$ cat src/rtl/spi_master_mc.sv
// Multi-mode SPI master: CPOL/CPHA modes, runtime SCLK divider, MSB/LSB-first order,
// one-hot active-low chip selects with programmable setup/hold around each frame.
module spi_master_mc #(
  parameter  int SPI_MAXLEN = 32,
  parameter  int NUM_SS     = 4,
  parameter  int DIV_WIDTH  = 8,
  localparam int CW         = $clog2(SPI_MAXLEN) + 1,
  localparam int SSW        = (NUM_SS > 1) ? $clog2(NUM_SS) : 1
) (
  input  logic                  clk,
  input  logic                  areset,
  input  logic                  start_cmd,
  output logic                  spi_rdy,
  output logic                  done,
  input  logic [CW-1:0]         n_clks,
  input  logic [SPI_MAXLEN-1:0] tx_data,
  output logic [SPI_MAXLEN-1:0] rx_miso,
  input  logic                  cpol,
  input  logic                  cpha,
  input  logic                  lsb_first,
  input  logic [DIV_WIDTH-1:0]  clk_div,
  input  logic [SSW-1:0]        ss_sel,
  output logic                  SCLK,
  output logic                  MOSI,
  input  logic                  MISO,
  output logic [NUM_SS-1:0]     SS_N
);

  typedef enum logic [1:0] {IDLE, SETUP, XFER, HOLD} state_e;

  localparam logic [CW-1:0]        MAXLEN_C = CW'(SPI_MAXLEN);
  localparam logic [CW-1:0]        BIT_ONE  = CW'(1);
  localparam logic [DIV_WIDTH-1:0] DIV_ONE  = DIV_WIDTH'(1);
  localparam logic [SSW:0]         NUM_SS_C = (SSW + 1)'(NUM_SS);

  state_e                  state_q, state_d;
  logic [CW-1:0]           n_q, n_d, bits_q, bits_d;
  logic [SPI_MAXLEN-1:0]   tx_q, tx_d, rx_q, rx_d, rxo_q, rxo_d;
  logic                    cpol_q, cpol_d, cpha_q, cpha_d, lsb_q, lsb_d;
  logic [DIV_WIDTH-1:0]    h_q, h_d, div_q, div_d;
  logic                    sclk_q, sclk_d, mosi_q, mosi_d, done_q, done_d;
  logic [NUM_SS-1:0]       ssn_q, ssn_d;

  logic                    legal, cur_bit, first_bit;
  logic [SPI_MAXLEN-1:0]   tx_shift, rx_shift, tx_aln, tx_aln_sh;
  logic [DIV_WIDTH-1:0]    h_in;
  logic [NUM_SS-1:0]       onehot;

  always_ff @(posedge clk or posedge areset) begin
    if (areset) begin
      state_q <= IDLE;
      n_q     <= '0;
      bits_q  <= '0;
      tx_q    <= '0;
      rx_q    <= '0;
      rxo_q   <= '0;
      cpol_q  <= 1'b0;
      cpha_q  <= 1'b0;
      lsb_q   <= 1'b0;
      h_q     <= '0;
      div_q   <= '0;
      sclk_q  <= 1'b0;
      mosi_q  <= 1'b0;
      done_q  <= 1'b0;
      ssn_q   <= '1;
    end else begin
      state_q <= state_d;
      n_q     <= n_d;
      bits_q  <= bits_d;
      tx_q    <= tx_d;
      rx_q    <= rx_d;
      rxo_q   <= rxo_d;
      cpol_q  <= cpol_d;
      cpha_q  <= cpha_d;
      lsb_q   <= lsb_d;
      h_q     <= h_d;
      div_q   <= div_d;
      sclk_q  <= sclk_d;
      mosi_q  <= mosi_d;
      done_q  <= done_d;
      ssn_q   <= ssn_d;
    end
  end

  always_comb begin
    state_d = state_q;
    n_d     = n_q;
    bits_d  = bits_q;
    tx_d    = tx_q;
    rx_d    = rx_q;
    rxo_d   = rxo_q;
    cpol_d  = cpol_q;
    cpha_d  = cpha_q;
    lsb_d   = lsb_q;
    h_d     = h_q;
    div_d   = div_q;
    sclk_d  = sclk_q;
    mosi_d  = mosi_q;
    done_d  = 1'b0;
    ssn_d   = ssn_q;

    for (int unsigned i = 0; i < NUM_SS; i++) onehot[i] = (ss_sel == SSW'(i));
    legal = (n_clks != '0) && (n_clks <= MAXLEN_C) && ({1'b0, ss_sel} < NUM_SS_C);
    h_in  = (clk_div == '0) ? DIV_ONE : clk_div;

    // TX is normalised so the next bit is always at bit 0 (LSB-first) or the top bit (MSB-first)
    tx_aln    = lsb_first ? tx_data : (tx_data << (MAXLEN_C - n_clks));
    first_bit = lsb_first ? tx_aln[0] : tx_aln[SPI_MAXLEN-1];
    tx_aln_sh = lsb_first ? (tx_aln >> 1) : (tx_aln << 1);
    cur_bit   = lsb_q ? tx_q[0] : tx_q[SPI_MAXLEN-1];
    tx_shift  = lsb_q ? (tx_q >> 1) : (tx_q << 1);
    rx_shift  = lsb_q ? {MISO, rx_q[SPI_MAXLEN-1:1]} : {rx_q[SPI_MAXLEN-2:0], MISO};

    unique case (state_q)
      IDLE: begin
        sclk_d = cpol;
        if (start_cmd && legal) begin
          state_d = SETUP;
          n_d     = n_clks;
          bits_d  = n_clks;
          cpol_d  = cpol;
          cpha_d  = cpha;
          lsb_d   = lsb_first;
          h_d     = h_in;
          div_d   = h_in;
          rx_d    = '0;
          ssn_d   = ~onehot;
          if (!cpha) begin
            mosi_d = first_bit;
            tx_d   = tx_aln_sh;
          end else begin
            tx_d   = tx_aln;
          end
        end
      end
      SETUP, XFER: begin
        if (div_q != '0) begin
          div_d = div_q - DIV_ONE;
        end else begin
          div_d = h_q - DIV_ONE;
          if (sclk_q == cpol_q) begin
            // At idle level: either a leading edge for the next bit or the end of the frame
            if (bits_q != '0) begin
              state_d = XFER;
              sclk_d  = ~cpol_q;
              if (cpha_q) begin
                mosi_d = cur_bit;
                tx_d   = tx_shift;
              end else begin
                rx_d   = rx_shift;
              end
            end else begin
              state_d = HOLD;
            end
          end else begin
            sclk_d = cpol_q;
            bits_d = bits_q - BIT_ONE;
            if (cpha_q) begin
              rx_d = rx_shift;
            end else if (bits_q != BIT_ONE) begin
              mosi_d = cur_bit;
              tx_d   = tx_shift;
            end
          end
        end
      end
      HOLD: begin
        if (div_q != '0) begin
          div_d = div_q - DIV_ONE;
        end else begin
          state_d = IDLE;
          ssn_d   = '1;
          done_d  = 1'b1;
          rxo_d   = lsb_q ? (rx_q >> (MAXLEN_C - n_q)) : rx_q;
        end
      end
      default: state_d = IDLE;
    endcase
  end

  assign spi_rdy = (state_q == IDLE);
  assign done    = done_q;
  assign rx_miso = rxo_q;
  assign SCLK    = sclk_q;
  assign MOSI    = mosi_q;
  assign SS_N    = ssn_q;

endmodule

$ cat config.mk
export PLATFORM = sky130hd
export DESIGN_NAME = spi_master_mc
export DESIGN_NICKNAME = d
export VERILOG_FILES = /design/src/rtl/spi_master_mc.sv
export SDC_FILE = /design/constraint.sdc
export NUM_CORES = 1
export LEC_CHECK = 0
export ABC_AREA = 1
export CORE_MARGIN = 4
export CORE_UTILIZATION = 54
export DETAILED_ROUTE_END_ITERATION = 16
export HOLD_SLACK_MARGIN = 0.1
export PLACE_DENSITY = 0.88
export SETUP_SLACK_MARGIN = 0.05
export SLEW_MARGIN = 5
export SYNTH_ARGS = -nofsm -noshare
export SYNTH_HDL_FRONTEND = slang
export SYNTH_SLANG_ARGS = --single-unit
$ cat constraint.sdc
create_clock -name clk -period 4.9 [get_ports clk]
set_clock_uncertainty 0.15 [all_clocks]
set_input_delay 1.225 -clock clk [delete_from_list [all_inputs] [get_ports clk]]
set_output_delay 1.225 -clock clk [all_outputs]
set_load 0.1 [all_outputs]
==> run_results.csv <==
group,metric,value,unit
global_route,antenna_found_initial,0,
cts,cts_made_buffers,17,
worst_setup_path,critPathCaptureType,"output port",
pwr,total_power,10.1,mW
sta,finalSetupViolCount,0,
route,routed_wl,34800,µm
layout,regArea,3410,µm²
route,wl_per_cell,16.6,µm
sta,rsz0062_at_grt,"false",
layout,layout_commonest_cell,"nand2_1",
placed_design,place_area,12000,µm²
yosys,synthDominantCellAreaShare,0.299,
layout,stdcell_area,12600,µm²
layout,multiInputGateArea,6570,µm²
placed_design,gp_congestion,0.986,
pwr,powerDensity,801,nW/µm²
sta,relSlewSlack,0.274,
global_route,overflow,0,
yosys,async_flop_share,1.00,
sta,fin_setup_tns,0,ps
layout,drive_gt1_frac,0.0508,
worst_setup_path,worstPathMaxFanout,10,
yosys,synth.cell_area,11100,µm²
pwr,irDropWorstVdd,0.000514,V
yosys,synth_seq_cells,136,
cts,clockBufferDepth,2,
sta,hold_viol,0,
cts,post_cts_buffers,0,
flow_run,maxCapViolations,0,
layout,area_delta_synth_final,14.4,%
layout,fill_cells,1892,
placed_design,dp_slack,968,ps
yosys,synth.avg_cell_area,6.15,µm²
layout,final_util,0.627,
yosys,synth_edf_count,0,
die,initial_core_util,0.548,
worst_setup_path,startpoint_type,"register",
yosys,yosys-top-cells-area,"dfrtp_1, nand2_1, nand3_1",
yosys,yosys_warnings,0,
layout,antenna-diode-count,0,
die,fp-row-count,52,
yosys,ys_seq_area_frac,0.308,
sta,fin_hold_ws,333,ps
cts,cts_root_buf,"clkbuf_16",
cts,clk_latency,440,ps
global_route,grt_max_degree,97,
worst_hold_path,worst_hold_path_type,"reg2reg",
die,die-area,22800,µm²
worst_setup_path,rrSetupSlack,1490,ps
cts,ctsHtreeMaxLevel,4,
route,vias,12452,
cts,cts_hold_buffers,0,
route,dr.pass1.iters,8,
pwr,leakage,5.92,nW
worst_setup_path,worstPathRequired,3520,ps
yosys,yosys.cell_types.count,40,
placed_design,port_buffers,94,
cts,path_clk_slew,60,ps
placed_design,dpl.cell_count,2069,
route,ant_nets,0,
yosys,synth_top_flop_cell,"dfrtp_1",
route,first_iter_violations,1343,
worst_setup_path,crit_type,"reg2out",
yosys,syn-instance-count,1798,
route,viasPerCell,5.93,
sta,maxSlewViolCount,0,
route,drc_errors,0,
yosys,synth_largest_area_cell,"dfrtp_1",
die,fp.dieW,151,µm
sta,fin_ws,964,ps
placed_design,dp_hpwl,25000,µm
worst_setup_path,worstPathArrival,2560,ps
sta,tightest_slew,1090,ps
sta,fmax,0.254,GHz
cts,cts_sinks,136,
global_route,grt_pass1_vias,11587,
status,outcome,"complete, no violations",
die,die_y,151,µm
sta,min_period_over_period,0.803,
global_route,grt_pass1_wl,57000,µm
layout,mostFrequentLayoutCells,"nand2_1, nand3_1, nor2_1",
die,core_area,20200,µm²
sta,min_period,3940,ps
global_route,grt_usage,0.309,
die,io_pins,95,
layout,num-nets-final,1882,
cts,cts.repair.resized,0,
yosys,synth_nets,1862,
layout,stdcell_count,2101,
cts,cts_tree,"done",
[layer usage]
layer | up-vias | GRT usage | routed length, µm
met2 | 594 | 0.511 | 16600
met4 | 0 | 0.122 | 1270
li1 | 6015 | - | -
met1 | 5736 | 0.403 | 14500
met3 | 107 | 0.0548 | 2450
met5 | - | 0 | 0
[critical path, stage by stage (launching register included)]
cell and delay, ps:
dfrtp_1 410, inv_1 80, ha_1 410, clkdlybuf4s50_1 1210
[cells in the mapped netlist, drive strengths merged, types with 4 or more instances]
cell type / count
nand2: 495
o211ai: 14
ha: 9
a22oi: 7
o21ai: 186
or2: 12
nand3: 335
dfrtp: 132
o22ai: 31
a31oi: 9
xor2: 11
clkbuf: 58
nor2: 165
a21oi: 99
nand4: 6
mux2i: 11
buf: 59
inv: 145
dfstp: 4
[state kept, by name (all words and copies together) (netlist names)]
signal   flops
MOSI         1
SCLK         1
SS_N         4
bits_q       6
cpha_q       1
cpol_q       1
div_q        8
done         1
h_q          8
lsb_q        1
n_q          6
rx_miso     32
rx_q        32
state_q      2
tx_q        32
[path summary, 6_finish.rpt]
check                                             from                    to  cells past startpoint
worst max-delay path            state_q[0]$_DFFE_PP0P_               spi_rdy                      3
worst min-delay path               SS_N[2]$_DFFE_PP1P_   SS_N[2]$_DFFE_PP1P_                      2
worst max register to register  state_q[0]$_DFFE_PP0P_  tx_q[17]$_DFFE_PP0P_                     11
worst min register to register     SS_N[2]$_DFFE_PP1P_   SS_N[2]$_DFFE_PP1P_                      2
max in group asynchronous                       areset  rx_q[31]$_DFFE_PP0P_                      3
min in group asynchronous                       areset    cpol_q$_DFFE_PP0P_                      3
[power breakdown]
group          total (mW)  switching [mW]  internal (mW)
Clock                1.44           0.519          0.917
Sequential           2.01           0.330           1.68
Combinational        6.69            4.81           1.88
Total                10.1            5.66           4.47
[layout make-up]
cell class	count	area share
Tap cell	270	0.0267
Timing Repair Buffer	118	0.0896
Clock buffer	21	0.0356
Multi-Input combinational cell	1400	0.520
Inverter	145	0.0433
Sequential cell	136	0.270
Clock inverter	11	0.0153
[cell families after synthesis]
family / Yosys count / share of synthesized area
AND/OR/NAND/NOR: 1018 / 0.393
AO/OA/AOI/OAI: 348 / 0.168
buffers and inverters: 262 / 0.0995
flip-flops: 136 / 0.308
XOR/XNOR: 13 / 0.0103
multiplexers: 12 / 0.0110
adder cells (fa/ha/maj): 9 / 0.0102
Note: power is estimated with default switching activity, not from simulation.
